File: config.mk
export PLATFORM = sky130hd
export DESIGN_NAME = fact_seq
export DESIGN_NICKNAME = d
export VERILOG_FILES = /design/src/rtl/fact_seq.sv
export SDC_FILE = /design/constraint.sdc
export NUM_CORES = 1
export LEC_CHECK = 0
export BUFFER_PORTS_ARGS = -buffer_cell sky130_fd_sc_hd__buf_2
export CAP_MARGIN = 20
export CORE_MARGIN = 8
export CORE_UTILIZATION = 25
export CTS_CLUSTER_SIZE = 8
export DETAILED_ROUTE_END_ITERATION = 10
export HOLD_SLACK_MARGIN = 0.12
export SYNTH_ARGS = -nofsm -noshare
export SYNTH_HDL_FRONTEND = slang
export SYNTH_SLANG_ARGS = --single-unit
File: constraint.sdc
create_clock -name clk -period 9.9 [get_ports clk]
set_input_delay 1.98 -clock clk [delete_from_list [all_inputs] [get_ports clk]]
set_output_delay 1.98 -clock clk [all_outputs]
set_load 0.05 [all_outputs]
File: src/rtl/fact_seq.sv
`timescale 1ns/1ps
// fact_seq: sequencer for the factorial unit.
// Accepts an operand on a go/done handshake and computes n! by repeated
// multiplication with a down-counter. The counter is compared against 1 by
// an external comparator (CMP), whose GT flag is consumed combinationally.
//
// Ports:
//   clk     rising-edge clock
//   rst     asynchronous, active-high reset
//   go      start request (level); must drop between operations
//   n       operand, sampled only when a start is accepted
//   cmp_gt  GT flag from CMP for cmp_a > cmp_b
//   cmp_a   current counter value (CMP A input)
//   cmp_b   constant 1 (CMP B input)
//   busy    high while computing (CHECK, MULT)
//   done    high in DONE; result valid
//   err     high in ERR (operand above NMAX)
//   result  factorial of the last completed operation
module fact_seq #(
  parameter int unsigned NMAX = 12
) (
  input  logic        clk,
  input  logic        rst,
  input  logic        go,
  input  logic [3:0]  n,
  input  logic        cmp_gt,
  output logic [3:0]  cmp_a,
  output logic [3:0]  cmp_b,
  output logic        busy,
  output logic        done,
  output logic        err,
  output logic [31:0] result
);

  typedef enum logic [2:0] {
    S_IDLE,
    S_CHECK,
    S_MULT,
    S_DONE,
    S_ERR
  } state_e;

  state_e      state_q, state_d;
  logic [3:0]  cnt_q, cnt_d;
  logic [31:0] prod_q, prod_d;
  logic [31:0] res_q, res_d;

  always_ff @(posedge clk or posedge rst) begin
    if (rst) begin
      state_q <= S_IDLE;
      cnt_q   <= '0;
      prod_q  <= '0;
      res_q   <= '0;
    end else begin
      state_q <= state_d;
      cnt_q   <= cnt_d;
      prod_q  <= prod_d;
      res_q   <= res_d;
    end
  end

  always_comb begin
    state_d = state_q;
    cnt_d   = cnt_q;
    prod_d  = prod_q;
    res_d   = res_q;
    case (state_q)
      S_IDLE: begin
        if (go) begin
          if ({28'd0, n} > NMAX) begin
            state_d = S_ERR;
          end else begin
            cnt_d   = n;
            prod_d  = 32'd1;
            state_d = S_CHECK;
          end
        end
      end
      S_CHECK: begin
        // cmp_gt reflects cnt_q > 1 in this same cycle
        if (cmp_gt) begin
          state_d = S_MULT;
        end else begin
          res_d   = prod_q;
          state_d = S_DONE;
        end
      end
      S_MULT: begin
        prod_d  = prod_q * {28'd0, cnt_q};
        cnt_d   = cnt_q - 4'd1;
        state_d = S_CHECK;
      end
      S_DONE, S_ERR: begin
        if (!go) state_d = S_IDLE;
      end
      default: state_d = S_IDLE;
    endcase
  end

  assign cmp_a  = cnt_q;
  assign cmp_b  = 4'd1;
  assign busy   = (state_q == S_CHECK) || (state_q == S_MULT);
  assign done   = (state_q == S_DONE);
  assign err    = (state_q == S_ERR);
  assign result = res_q;

endmodule
==> run_results.csv, run 1 <==
group,metric,value,unit
clock_tree,hold_buffers,0,
run_status,status,"finished, final reports clean",
die,ioPinCount,51,
yosys,seq_area_frac_synth,26.8,%
yosys,ys_async_sr_fraction,100,%
placed_design,gp_congestion,0.829,
critical_path,critPathKind,"flip-flop to flip-flop",
die,fp.dieH,179,um
critical_path,critPathArrivalTime,5.11,ns
yosys,synth_warnings,0,
route,ant_nets,0,
route,drtPass1Iterations,4,
critical_path,critPathMaxStageDelay,1.00,ns
yosys,synth_flop_cell,"dfrtp_1",
clock_tree,htree_levels,3,
yosys,yosysTopAreaCell,"dfrtp_1",
finish,final_common_cell,"inv_1",
finish,layout.nets,868,
clock_tree,cts_resized,0,
yosys,yosys-top-cells-area,"dfrtp_1 (27%), fa_1 (17%), and2_1 (8.4%)",
global_routing,grt_max_degree,72,
timing,max_slew.worst_pin.slew,1.01,ns
timing,fin_crit,4.87,ns
critical_path,crit_top_cell,"fa_1",
global_routing,antenna_found_initial,0,
timing,rsz0062_at_grt,"no",
global_routing,grtUsageTotal,11.0,%
route,drtIter0Drc,289,
yosys,synth_top_area_share,26.8,%
die,dieArea,0.0320,mm^2
yosys,syn_inst,739,
route,drt-wirelength-per-cell,14.6,um
worst_hold_path,hold_depth,1,
yosys,synth_seq_cells,71,
global_routing,grt_overflow,0,
timing,slew_violations,0,
worst_hold_path,whs_endpoint,"result[8]",
yosys,syn_avg_cell_area,8.98,um^2
timing,setup_viol,0,
clock_tree,insertion_delay,0.35,ns
clock_tree,cts_tree,"built",
timing,fin_hold_ws,0.496,ns
die,core,0.0261,mm^2
clock_tree,clk_pin_slew,0.06,ns
timing,period_share,49.2,%
critical_path,r2r_cells,12,
critical_path,crit_buf_inv,1,
die,start_util,25.5,%
critical_path,crit_required,10.14,ns
critical_path,crit_fanout,32,
route,drc,0,
yosys,ys_types,60,
global_routing,grt_pass1_vias,5398,
critical_path,reg2reg_from,"cmp_a[3]",
critical_path,crit_slowest_cell,"dfrtp_1",
yosys,synth_edf_count,0,
critical_path,crit_chain,"nand2_1, fa_1, fa_1, inv_1, fa_1, a21o_1, a221oi_2, o21bai_2, a211oi_4, o22ai_2, or4_1, a32o_1",
timing,fin_tns_setup,0,ns
worst_hold_path,hp-class,"flip-flop to flip-flop",
finish,final_cell_mix,"inv_1 (122), and2_1 (89), nand2_1 (76), dfrtp_1 (71), fa_1 (57)",
critical_path,r2r_slack,5.03,ns
finish,drive_above_1_share,14.5,%
critical_path,start_kind,"flip-flop",
placed_design,place_inst,1094,
placed_design,port-buffer-count,46,
placed_design,hpwl,11900,um
global_routing,grt_first_pass_wirelength,28000,um
clock_tree,clock-root-buffer,"clkbuf_16",
finish,diodes,0,
run,maxCapViolCount,0,
clock_tree,post-cts-setup-buffer-count,0,
finish,instances_no_fill,1109,
timing,fin_skew,0.00901,ns
yosys,syn_area,0.00664,mm^2
timing,maxSlewHeadroom,33.0,%
critical_path,critPathCaptureType,"flip-flop",
timing,fmax,0.205,GHz
placed_design,dpl_cell_area,0.00721,mm^2
critical_path,timing.critical_path.max_delay_family,"adder cells",
route,wl,16200,um
clock_tree,clock-sinks,71,
finish,synthToLayoutAreaGrowth,12.5,%
route,vias,5034,
die,rows,59,
worst_hold_path,min_from,"result[8]",
critical_path,r2r-end,"prod_q[26]",
die,die_x,179,um
clock_tree,cts_buffers,9,
clock_tree,clockBufferDepth,2,
timing,hold_viol,0,
route,viasPerCell,4.54,
finish,fin_area,0.00746,mm^2
## metal layers
| layer | wire, um | part of all wire [%] | track usage, % | up-vias |
|---|---|---|---|---|
| met3 | 648 | 4.0 | 2.61 | 16 |
| met2 | 7380 | 46 | 17.3 | 74 |
| met4 | 223 | 1.4 | 3.13 | 0 |
| met5 | 0 | 0 | 0 | - |
| li1 | - | - | - | 2446 |
| met1 | 7960 | 49 | 14.7 | 2498 |
## cell type report
cell class	instances	area, um^2
sequential	71	1780
tap	335	419
clock inverter	1	5.00
inverter	123	463
clock buffer	14	254
timing repair buffer	53	283
multi-input combinational	512	4260
fill	2736	18600
## registers in the layout (all words and copies together), names as in the netlist
register	cells
result	32
prod_q	32
state_q	3
cmp_a	4
## Yosys cell counts (all sizes together) (2+ instances only)
cell and number:
a211oi 2, a21o 15, a21oi 29, a221o 3, a221oi 2, a22o 3, a31o 2, a31oi 3
a32o 2, and2 90, and3 6, buf 5, clkbuf 30, conb 2, dfrtp 71, fa 57
ha 33, inv 123, mux2 32, nand2 76, nand2b 2, nand3 10, nand4 3, nor2 21
nor2b 3, nor3 4, o2111a 2, o211ai 3, o21ai 43, o21ba 2, o21bai 4, o221ai 2
o31ai 9, or4 2, xnor2 17, xor2 9
## worst max-delay path by stage
stage | from | endpoint | slack (ns) | depth (start not counted)
final | cmp_a[3] | prod_q[26] | 5.03 | 12
after global routing | cmp_a[3] | prod_q[26] | 4.69 | 12
after CTS | cmp_a[3] | prod_q[26] | 5.00 | 12
after detailed placement | cmp_a[3] | prod_q[26] | 5.02 | 12
after global placement | cmp_a[3] | prod_q[26] | 5.15 | 12
after floorplan | cmp_a[2] | prod_q[26] | 5.46 | 13
## kinds of logic after synthesis
kind of cell,Yosys count,synth area share [%]
AO/OA/AOI/OAI,136,13.9
XOR/XNOR,27,3.77
adder cells (fa/ha/maj),90,23.4
buffers and inverters,158,9.20
flip-flops,71,26.8
multiplexers,33,5.58
other,2,0.113
AND/OR/NAND/NOR,222,17.2
## worst register-to-register path: stages (launching register included)
cell	delay (ns)
dfrtp_1	1.00
nand2_1	0.20
fa_1	0.54
fa_1	0.54
inv_1	0.06
fa_1	0.46
a21o_1	0.20
a221oi_2	0.40
o21bai_2	0.15
a211oi_4	0.32
o22ai_2	0.14
or4_1	0.49
a32o_1	0.25
## through the flow
step | setup slack, ns | util (%)
floorplan | 5.46 | -
global placement | 5.15 | 27.7
detailed placement | 5.02 | 27.7
CTS | 5.00 | 28.6
global route | 4.69 | 28.6
finish | 5.03 | 28.6
Power of run 1 is not shown: default switching activity piles up to over one toggle a cycle in this logic, so the estimate is an artifact.
==> inputs of run 2 (changes only) <==
ABC_AREA = 1   (was unset)
clock period = 4.37 ns   (was 9.9 ns; I/O delays follow)
==> run 2 against run 1 <==
Register-to-register slack worse by 4.4 ns. Critical path depth up 5. Flip-flop and latch count unchanged. Largest cell class unchanged. Synthesized cell count up 56%. Synthesized area up 12%. Worst hold slack worse by 0.029 ns. Cell count up 42%.
==> run_results.csv, run 2 <==
group,metric,value,unit
clock_tree,post-cts-setup-buffer-count,0,
finish,layout.nets,1282,
route,drtPass1Iterations,5,
global_routing,grtUsageMet3,1.87,%
clock_tree,clk_pin_slew,0.06,ns
clock_tree,hold_buffers,0,
yosys,synth_seq_cells,71,
yosys,syn_area,0.00743,mm^2
power,ir_worst_vdd,0.000221,V
finish,final_common_cell,"nand2_1",
clock_tree,clockBufferDepth,2,
timing,hold_viol,0,
yosys,synth_top_family_by_area,"simple AND/OR/NAND/NOR gates",
critical_path,reg2reg_from,"cmp_a[1]",
route,drtIter0Drc,436,
finish,drive_above_1_share,7.66,%
die,dieArea,0.0355,mm^2
yosys,synth_warnings,0,
global_routing,grt_max_degree,53,
timing,fmax,0.266,GHz
placed_design,hpwl,16400,um
route,drc,0,
die,rows,63,
global_routing,grtUsageTotal,12.2,%
clock_tree,cts_tree,"built",
die,die_x,188,um
timing,max_slew.worst_pin.slew,0.978,ns
clock_tree,clock-sinks,71,
global_routing,grt-busiest-layer,"met2",
timing,rsz0062_at_grt,"no",
clock_tree,clock-root-buffer,"clkbuf_16",
yosys,ys_async_sr_fraction,100,%
yosys,synth_compound_area_share,7.31,%
finish,n_fill_cell,3256,
route,viasPerCell,4.21,
yosys,synth_top_area_share,23.9,%
yosys,synth_xor_xnor_area_share,0.589,%
clock_tree,insertion_delay,0.35,ns
worst_hold_path,hp-class,"flip-flop to flip-flop",
run_status,status,"finished, final reports clean",
yosys,synth_flop_cell,"dfrtp_1",
yosys,synth_common_cells,"nand2_1 (413), inv_1 (325), dfrtp_1 (71)",
die,start_util,25.2,%
critical_path,crit_required,4.62,ns
yosys,synth_edf_count,0,
timing,maxSlewHeadroom,34.8,%
critical_path,r2r_slack,0.61,ns
clock_tree,cts_resized,0,
worst_hold_path,min_from,"result[27]",
run,maxCapViolCount,0,
yosys,yosys-top-cells-area,"dfrtp_1 (24%), nand2_1 (21%), inv_1 (16%)",
power,p_total,5.39,mW
global_routing,use_met1,15.2,%
yosys,synthAdderAreaFrac,20.9,%
critical_path,r2r_cells,17,
worst_hold_path,hold_depth,2,
finish,final_cell_mix,"nand2_1 (413), inv_1 (324), dfrtp_1 (71), fa_1 (57), nor2_1 (47)",
timing,fin_crit,3.76,ns
die,ioPinCount,51,
global_routing,antenna_found_initial,0,
clock_tree,cts_buffers,9,
global_routing,grt_first_pass_wirelength,34900,um
critical_path,critPathArrivalTime,4.00,ns
yosys,synth_most_common_cell,"nand2_1",
power,powerDensity,644,mW/mm^2
placed_design,port-buffer-count,46,
die,core,0.0295,mm^2
clock_tree,htree_levels,3,
yosys,ys_types,39,
finish,diodes,0,
placed_design,dpl_cell_area,0.00804,mm^2
power,power_leakage,5.29,nW
placed_design,gp_congestion,0.870,
timing,fin_hold_ws,0.467,ns
global_routing,grt_pass1_vias,6874,
route,drt-wirelength-per-cell,13.1,um
timing,fin_skew,0.0106,ns
yosys,synth_simple_gate_area_share,28.4,%
timing,setup_viol,0,
timing,slew_violations,0,
route,wl,20600,um
critical_path,r2r-end,"prod_q[30]",
die,fp.dieH,188,um
critical_path,critPathCaptureType,"flip-flop",
timing,period_share,86.0,%
critical_path,crit_fanout,23,
placed_design,place_inst,1563,
finish,fin_area,0.00837,mm^2
critical_path,critPathKind,"flip-flop to flip-flop",
yosys,syn_avg_cell_area,6.46,um^2
finish,instances_no_fill,1578,
yosys,seq_area_frac_synth,23.9,%
timing,fin_tns_setup,0,ns
global_routing,grt_overflow,0,
worst_hold_path,whs_endpoint,"result[27]",
route,ant_nets,0,
route,vias,6638,
yosys,yosysTopAreaCell,"dfrtp_1",
yosys,syn_inst,1150,
critical_path,start_kind,"flip-flop",
finish,synthToLayoutAreaGrowth,12.7,%
yosys,synth_mux_area_share,0,%
global_routing,gr-usage-met2,21.2,%
run 2: cell count changes after synthesis, moves of 26 or more:
cell	change
nand2_1	+337
inv_1	+202
and2_1	-88
mux2_2	-32
nand3_1	+29
nor2_1	+26
run 2: cell families (layout without fill, tap and decap cells):
logic type      Yosys count  in the layout
simple gates            525            525
buf+inv                 359            395
compound gates           98             98
fa+ha+maj                90             90
flops                    71             71
xor+xnor                  5              5
other cells               2              4
run 2: report_power, final:
part           switching, mW  internal (mW)
registers              0.341          0.887
clock network          0.307          0.553
logic                   2.33          0.976
run 2: worst max-delay path by stage:
stage	cells after the start	endpoint	from	slack, ns
6_report	17	prod_q[30]	cmp_a[1]	0.61
5_1_grt	18	prod_q[31]	cmp_a[3]	0.36
4_1_cts	17	prod_q[30]	cmp_a[1]	0.63
3_5_place_dp	17	prod_q[30]	cmp_a[1]	0.63
3_3_place_gp	16	prod_q[28]	cmp_a[1]	0.63
2_1_floorplan	17	prod_q[26]	cmp_a[3]	0.70
run 2: final cells by class:
| type | count | area, um^2 | area share [%] |
|---|---|---|---|
| Sequential cell | 71 | 1780 | 21.2 |
| Multi-Input combinational cell | 722 | 4270 | 50.9 |
| Tap cell | 390 | 488 | 5.83 |
| Clock inverter | 6 | 110 | 1.32 |
| Inverter | 328 | 1230 | 14.7 |
| Timing Repair Buffer | 52 | 275 | 3.29 |
| Clock buffer | 9 | 225 | 2.69 |
run 2: worst max-delay path, cell delays in order (launching register included):
cell and delay [ns]:
dfrtp_1 0.70, buf_4 0.35, nand2_1 0.08, inv_1 0.05, fa_1 0.48, inv_1 0.06
fa_1 0.54, inv_1 0.04, ha_1 0.38, nand2_1 0.13, nor2_1 0.22, nand2_1 0.15
nor2_1 0.13, nand2_1 0.11, nand2_1 0.09, nand2_1 0.05, nand3_1 0.06, nand2_1 0.05
run 2: stage by stage:
stage | setup WS, ns | utilization (%)
after global routing | 0.358 | 28.4
after detailed placement | 0.633 | 27.3
after global placement | 0.633 | 27.3
final | 0.614 | 28.4
after floorplan | 0.697 | -
after CTS | 0.628 | 28.4
run 2: metal layers:
| metal | wire length (um) | up-vias |
|---|---|---|
| li1 | - | 3379 |
| met1 | 9560 | 3127 |
| met2 | 9980 | 108 |
| met3 | 697 | 24 |
| met4 | 403 | 0 |
| met5 | 0 | - |
(Power assumes the default switching activity.)
